## src/rtl/pipe_hazard_ctrl_pkg.sv

```systemverilog
// pipe_hazard_ctrl_pkg: shared core constants for opcodes, instruction fields and hazard FSM states.
package pipe_hazard_ctrl_pkg;
    localparam logic [6:0] OP_REG = 7'b0110011;
    localparam logic [6:0] OP_LW  = 7'b0000011;
    localparam logic [6:0] OP_SW  = 7'b0100011;
    localparam logic [6:0] OP_B   = 7'b1100011;
    localparam int OPC_LSB = 0;
    localparam int RD_LSB  = 7;
    localparam int RS1_LSB = 15;
    localparam int RS2_LSB = 20;
    localparam logic [1:0] ST_RUN   = 2'd0;
    localparam logic [1:0] ST_STALL = 2'd1;
    localparam logic [1:0] ST_FLUSH = 2'd2;

    function automatic logic [6:0] opcode(input logic [31:0] ir);
        return ir[OPC_LSB +: 7];
    endfunction

    function automatic logic [4:0] rd_f(input logic [31:0] ir);
        return ir[RD_LSB +: 5];
    endfunction

    function automatic logic [4:0] rs1_f(input logic [31:0] ir);
        return ir[RS1_LSB +: 5];
    endfunction

    function automatic logic [4:0] rs2_f(input logic [31:0] ir);
        return ir[RS2_LSB +: 5];
    endfunction
endpackage

```

## src/rtl/pipe_hazard_ctrl_sat_counter.sv

```systemverilog
// sat_counter: event counter that sticks at all-ones instead of wrapping.
module sat_counter #(
    parameter int width = 16
) (
    input  logic             clk,
    input  logic             rst,
    input  logic             inc,
    output logic [width-1:0] count
);
    always_ff @(posedge clk)
        count <= rst ? '0 : (inc && !(&count)) ? count + 1'b1 : count;
endmodule

```

## src/rtl/pipe_hazard_ctrl.sv

```systemverilog
// pipe_hazard_ctrl: load-use stall and mispredict flush control for a 5-stage pipeline.
// Outputs are Mealy: priority reset > mem_wait > EX_mispredict > load-use hazard.
module pipe_hazard_ctrl
    import pipe_hazard_ctrl_pkg::*;
#(
    parameter int CNT_W = 16
) (
    input  logic             clk,
    input  logic             rst,
    input  logic [31:0]      IF_ID_IR,
    input  logic [31:0]      ID_EX_IR,
    input  logic             EX_mispredict,
    input  logic             mem_wait,
    output logic             PC_write,
    output logic             IF_ID_write,
    output logic             IF_ID_flush,
    output logic             ID_EX_bubble,
    output logic [CNT_W-1:0] lu_cnt,
    output logic [CNT_W-1:0] flush_cnt,
    output logic [1:0]       state
);
    logic [1:0] cur;
    logic [1:0] next;
    logic [3:0] ctl;
    logic       hz;

    function automatic logic load_use(input logic [31:0] ex, input logic [31:0] id);
        logic [6:0] op;
        logic       use1;
        logic       use2;
        op   = opcode(id);
        use1 = op == OP_REG || op == OP_LW || op == OP_SW || op == OP_B;
        use2 = op == OP_REG || op == OP_SW || op == OP_B;
        return opcode(ex) == OP_LW && rd_f(ex) != 5'd0 &&
               ((use1 && rd_f(ex) == rs1_f(id)) || (use2 && rd_f(ex) == rs2_f(id)));
    endfunction

    always_comb begin
        cur  = (state == ST_STALL || state == ST_FLUSH) ? state : ST_RUN;
        hz   = cur == ST_RUN && load_use(ID_EX_IR, IF_ID_IR);
        ctl  = rst           ? 4'b0011 :
               mem_wait      ? 4'b0000 :
               EX_mispredict ? 4'b1111 :
               hz            ? 4'b0001 :
               cur == ST_FLUSH ? 4'b1101 : 4'b1100;
        next = mem_wait ? state : EX_mispredict ? ST_FLUSH : hz ? ST_STALL : ST_RUN;
    end

    assign {PC_write, IF_ID_write, IF_ID_flush, ID_EX_bubble} = ctl;

    always_ff @(posedge clk)
        state <= rst ? ST_RUN : next;

    sat_counter #(.width(CNT_W)) u_lu (
        .clk  (clk),
        .rst  (rst),
        .inc  (!mem_wait && !EX_mispredict && hz),
        .count(lu_cnt)
    );

    sat_counter #(.width(CNT_W)) u_flush (
        .clk  (clk),
        .rst  (rst),
        .inc  (!mem_wait && EX_mispredict),
        .count(flush_cnt)
    );
endmodule

```

## config.mk

```make
export PLATFORM = sky130hd
export DESIGN_NAME = pipe_hazard_ctrl
export DESIGN_NICKNAME = d
export VERILOG_FILES = /design/src/rtl/pipe_hazard_ctrl_pkg.sv /design/src/rtl/pipe_hazard_ctrl_sat_counter.sv /design/src/rtl/pipe_hazard_ctrl.sv
export SDC_FILE = /design/constraint.sdc
export NUM_CORES = 1
export LEC_CHECK = 0
export ABC_AREA = 0
export CORE_MARGIN = 2
export CORE_UTILIZATION = 38
export DETAILED_ROUTE_END_ITERATION = 7
export PLACE_DENSITY = 0.91
export SLEW_MARGIN = 25
export SYNTH_ARGS = -nofsm -noshare
export SYNTH_HDL_FRONTEND = slang
export SYNTH_SLANG_ARGS = --single-unit
```

## constraint.sdc

```tcl
create_clock -name clk -period 2.83 [get_ports clk]
set_input_delay 0.4245 -clock clk [delete_from_list [all_inputs] [get_ports clk]]
set_output_delay 0.4245 -clock clk [all_outputs]
set_load 0.02 [all_outputs]
```

Word level (Yosys, flattened, before mapping)
Cells that the tools add are included.
W data, S select, Z words.

cells by class
  add/sub/neg operators = 2
  reduce and logical (&&, ||, !) cells = 25
  multiplexer cells = 8
  eq/ne operators = 10
  order comparisons = 0
  multipliers = 0
  bitwise gates (word level) = 0
  divide/modulo/power cells = 0
  shifts and indexed selects = 0

operators by type and width
  kind                     number
  $add A16 B1 Y16 const B  2
  $reduce_and A16 Y1       2
  $mux W4                  4
  $eq A7 B2 Y1 const B     2
  $eq A7 B6 Y1 const B     2
  $eq A5 B5 Y1             2
  $logic_and A1 B1 Y1      10
  $eq A7 B7 Y1 const B     1
  $logic_or A1 B1 Y1       7
  $reduce_bool A5 Y1       1
  $eq A2 B2 Y1 const B     2
  $logic_not A1 Y1         4
  $mux W2                  2
  $eq A2 B1 Y1 const B     1
  $logic_not A2 Y1         1
  $mux W1                  2

word-level totals
  latch bits = 0
  output and inout port bits = 38
  bits in registers = 34
  memories kept = 0
  logic and storage cells = 48
  RAM bits = 0
  ROM bits = 0
  input bits = 68

Depth between registers and ports, before layout
  depth in word-level cells = 12
  gate-level depth with buffers = 9

By module
A second synthesis with hierarchy kept.

second synthesis, totals
  cells, all modules = 239
  area, all modules = 2,011.9 um^2

modules (own cells, without submodules)
  module            times used  cells an instance  area an instance (um^2)  sequential area each (um^2)
  sat_counter       2           96                 833.3                    320.3
  pipe_hazard_ctrl  1           47                 345.3                    40.0

Worst setup path before layout
Ideal clock, no wire load.

  path kind = input port to output port
  start = input ID_EX_IR[8]
  end = output PC_write
  required time = 2,406 ps
  slack = 264 ps
  cell stages on the path = 6
  arrival = 2,141 ps
  path buffers = 1
  cells stage by stage = or4_1 > nor2_1 > nor2_1 > and3_1 > nor3_1 > buf_4

between the ends
  word-level cells in the longest chain between the ends = 9
  elaborated cells on any way between the ends = 13

RTL lines
  what                     RTL line                source
  start: declaration       pipe_hazard_ctrl.sv:11  input logic [31:0] ID_EX_IR,
  $eq A5 B5 Y1             pipe_hazard_ctrl.sv:35  ((use1 && rd_f(ex) == rs1_f(id)) || (use2 && rd_f(ex) == rs2_f(id)));
  $logic_and A1 B1 Y1      pipe_hazard_ctrl.sv:35
  $logic_or A1 B1 Y1       pipe_hazard_ctrl.sv:35
  $logic_and A1 B1 Y1 (*)  pipe_hazard_ctrl.sv:34  return opcode(ex) == OP_LW && rd_f(ex) != 5'd0 &&
  $logic_and A1 B1 Y1 (*)  pipe_hazard_ctrl.sv:40  hz = cur == ST_RUN && load_use(ID_EX_IR, IF_ID_IR);
  $mux W4 (*)              pipe_hazard_ctrl.sv:44  hz ? 4'b0001 :
  $mux W4 (*)              pipe_hazard_ctrl.sv:43  EX_mispredict ? 4'b1111 :
  $mux W4 (*)              pipe_hazard_ctrl.sv:42  mem_wait ? 4'b0000 :
  $mux W4 (*)              pipe_hazard_ctrl.sv:41  ctl = rst ? 4'b0011 :
  end: declaration         pipe_hazard_ctrl.sv:14  output logic PC_write,

Every way passes the cells marked *; elsewhere a longest branch is shown, timed or not.

Final worst setup path
  start = input ID_EX_IR[9]
  end = output PC_write

Same word-level chain as after synthesis.

==> impl_table.tex <==
\begin{tabular}{lr}
\hline
Metric & Value \\
\hline
\multicolumn{2}{l}{\textbf{Synthesis}} \\
\quad Library cell with the largest summed area after synthesis & dfxtp\_1 \\
\quad Number of unique standard cell types used by synthesis & 37 \\
\quad Top-area cell type share of the netlist area & 36.8\% \\
\quad Number of enable-type register cells in the synthesized netlist & 0 \\
\quad Number of synthesized register bits & 34 \\
\quad Count of synthesis-stage warnings from yosys & 0 \\
\quad Register area share after synthesis & 36.8\% \\
\quad Most common library cells after synthesis & dfxtp\_1, nor2\_1, nand2\_1 \\
\quad Net Count, Synth & just under 300 \\
\quad Synth Flop Type & dfxtp\_1 \\
\quad Main area contributors after synthesis & dfxtp\_1, xnor2\_1, nor2\_1 \\
\quad Post-synthesis cell count & 225 \\
\quad Syn Area/Cell & between 8 and 9 um2 \\
\quad Ys async rst share & 0\% \\
\quad Cell Area, Synth & 1850 um2 \\
\quad Leading cell type by number of instances after synthesis & dfxtp\_1 \\
\multicolumn{2}{l}{\textbf{Clocking}} \\
\quad Insertion delay of the later-clocked pin in the worst-skew pair & about 0.29 ns \\
\quad \# Post-CTS Setup Buffers & 0 \\
\quad Clock tree from TritonCTS & done \\
\quad Number of clock sinks & 34 \\
\quad Post-cts resize count & 3 \\
\quad Clk slew on worst S/H paths & around 0.07 ns \\
\quad Library cell used as clock root buffer & clkbuf\_8 \\
\quad Total number of H-tree levels & 2 \\
\quad Maximum buffer depth of the clock tree & 2 \\
\quad Total CTS buffers & 5 \\
\quad Cts-stage hold buffer count & 0 \\
\multicolumn{2}{l}{\textbf{Global routing}} \\
\quad Via count of the first global-routing pass & 1789 \\
\quad Grt total ovfl & 0 \\
\quad Wire length of the first global-routing pass & between 7 and 8 mm \\
\quad Total routing resource utilization after global routing & a little under a fifth \\
\quad Maximum number of pins on one net before global-route repair & 38 \\
\quad Antenna violations before repair & 0 \\
\multicolumn{2}{l}{\textbf{Pwr}} \\
\quad Share of power burned in registers & about half \\
\quad Combinational share of power & about 13\% \\
\quad Psw & 0.000228 W \\
\quad Net switching share of the total power & 23.4\% \\
\quad Clk network pwr share & between 30\% and 40\% \\
\quad Leakage power figure & 0.965 nW \\
\quad Internal Pwr Total & between 0.0007 and 0.0008 W \\
\quad Largest voltage drop on the vdd net & 0.222 mV \\
\quad Power per standard cell area & 355 nW/um2 \\
\multicolumn{2}{l}{\textbf{Worst setup path}} \\
\quad Crit start category & primary input \\
\quad Crit-path cells & clkdlybuf4s50\_1 > or4\_1 > nor2\_1 > nor2\_1 > and3\_1 > nor3\_1 > clkbuf\_2 \\
\quad Cell at the slowest stage of the critical path & or4\_1 \\
\quad Top fanout value on the critical path & 2 \\
\quad CP Class & in2out \\
\quad Req. time, crit path & 2.41 ns \\
\quad Arrival time reported for the critical path endpoint & between 2 and 2.5 ns \\
\quad Cell family with most CP delay & simple AND/OR/NAND/NOR gates \\
\quad Buffer and inverter count on the worst path & 2 \\
\quad CP endpoint kind & primary output \\
\quad Most used cell, CP & nor2\_1 \\
\quad Critical path's largest stage delay & 0.52 ns \\
\multicolumn{2}{l}{\textbf{Cells and area}} \\
\quad ANT cells & 0 \\
\quad Growth of design area from synthesis to finish & 48.9\% \\
\quad Count of nets after finishing & approximately 380 \\
\quad Final standard cell utilization of the core & about three fifths \\
\quad Fraction of layout instances using a drive strength above 1 & roughly 8.5\% \\
\multicolumn{2}{l}{\textbf{STA}} \\
\quad Worst-case headroom to the max-slew limit & about 76\% \\
\quad Post-route clock period utilization & roughly 94\% \\
\quad Unrepaired setup endpoints after global routing & no \\
\quad Hold Vio Cnt, Final & 0 \\
\quad Pins Over Slew Limit & 0 \\
\quad Final number of setup-violating endpoints & 0 \\
\quad Post-route minimum period & roughly 2.7 ns \\
\quad Final worst setup slack & about 0.17 ns \\
\quad Max Freq & between 300 and 400 MHz \\
\quad Worst Clk Skew & 0.00522 ns \\
\quad Slew at the pin closest to its max-slew limit & $\sim$0.37 ns \\
\multicolumn{2}{l}{\textbf{Job}} \\
\quad Max-cap violations & 0 \\
\multicolumn{2}{l}{\textbf{Detailed routing}} \\
\quad Detailed router's first-iteration violation count & roughly 130 \\
\quad Drt drc & 0 \\
\quad Post-detailed-routing wire length & approximately 4.8 mm \\
\quad Average via count per standard cell & just over 5 \\
\quad Count of TritonRoute iterations in the first routing pass & 4 \\
\quad Routed wire length per instance & between 10 and 15 um \\
\quad Via count & roughly 1.9k \\
\quad Antenna violation net count after detailed routing & 0 \\
\multicolumn{2}{l}{\textbf{Run status}} \\
\quad Outcome & finished clean \\
\multicolumn{2}{l}{\textbf{Floorplan}} \\
\quad IO Pins & 106 \\
\quad DIE HEIGHT & roughly 74 um \\
\quad Die Width & roughly 74 um \\
\quad Initial Util & 39.2\% \\
\quad Area of the die & approximately 5400 um2 \\
\quad Placeable core region & between 4000 and 5000 um2 \\
\quad Row count & 25 \\
\multicolumn{2}{l}{\textbf{Placement}} \\
\quad IO buf count & 70 \\
\quad Worst slack after detailed placement & -0.284 ns \\
\quad Sum of net half-perimeters after detailed placement & $\sim$3.7 mm \\
\quad Routability congestion estimate from global placement & about 0.84 \\
\multicolumn{2}{l}{\textbf{Hold path}} \\
\quad Path type of the worst min-delay path & reg2reg \\
\hline
\end{tabular}
==> state kept, by name, summed over array words and instances (netlist names) <==
signal	count
state	2
u_flush.count	16
u_lu.count	16
==> cells by family after synthesis <==
group	after synthesis	synth area share, %
buffers and inverters	12	2.70
xor gates and xnor gates	28	13.2
AOI/OAI and AO/OA	24	8.04
adders and majority gates	3	2.03
DFF	34	36.8
muxes	5	2.91
and+or+nand+nor	119	34.3
==> metrics by stage <==
stage	instance area [um2]	total power (W)	setup TNS [ns]	hold slack (ns)	cells
5_1_grt	2760	0.00102	0	0.546	373
3_5_place_dp	2680	0.000621	-0.705	0.500	365
6_report	2760	0.000978	0	0.510	373
4_1_cts	2770	0.000986	0	0.512	373
2_1_floorplan	1850	0.000545	0	0.547	225
3_3_place_gp	2680	0.000618	-0.673	0.473	365
==> worst min-delay path: cells and delay by family (launching register included) <==
| kind | cells | cell delay (ns) |
|---|---|---|
| and+or+nand+nor | 1 | 0.07 |
| DFF | 1 | 0.34 |
| AOI/OAI and AO/OA | 1 | 0.05 |
==> routing by layer <==
metal / vias up / GRT usage [%] / routed length, um
li1: 953 / - / -
met1: 865 / 22.2 / 2010
met2: 63 / 32.7 / 2450
met3: 6 / 3.02 / 244
met4: 0 / 7.47 / 68
met5: - / 0 / 0
==> power by group through the flow <==
stage	logic [W]	registers (W)	clock network (W)
after floorplan	0.0000475	0.000497	0
after global placement	0.000123	0.000494	0
after detailed placement	0.000126	0.000495	0
after CTS	0.000125	0.000484	0.000377
after global routing	0.000134	0.000484	0.000399
final	0.000124	0.000484	0.000371
==> path summary, 6_finish.rpt <==
kind / startpoint / end / slack [ns] / cells after the start
max: ID_EX_IR[9] / PC_write / 0.17 / 7
min: state[1] / state[1] / 0.51 / 2
max reg2reg: state[0] / u_lu.count[15] / 0.23 / 10
min reg2reg: state[1] / state[1] / 0.51 / 2
==> cell type report <==
| cell class | instances | area, um2 |
|---|---|---|
| Tap cell | 67 | 83.8 |
| Clock inverter | 1 | 5.00 |
| Clock buffer | 7 | 86.3 |
| Inverter | 5 | 18.8 |
| Timing Repair Buffer | 80 | 761 |
| Fill cell | 410 | 1970 |
| Multi-Input combinational cell | 179 | 1120 |
| Sequential cell | 34 | 681 |
==> cells in the final DEF, fill, tap and decap left out, types with 5 or more instances in the layout <==
cell type and instances:
a21oi_1 10, and3_1 6, buf_4 10, clkbuf_8 6
clkdlybuf4s50_1 67, dfxtp_1 34, inv_1 5, nand2_1 18
nand3_1 15, nand4_1 10, nor2_1 31, nor2b_1 5
nor3_1 7, o21ai_0 9, or3_1 7, or4_1 5
xnor2_1 16, xor2_1 12
Note: power is estimated with default switching activity, not from simulation.
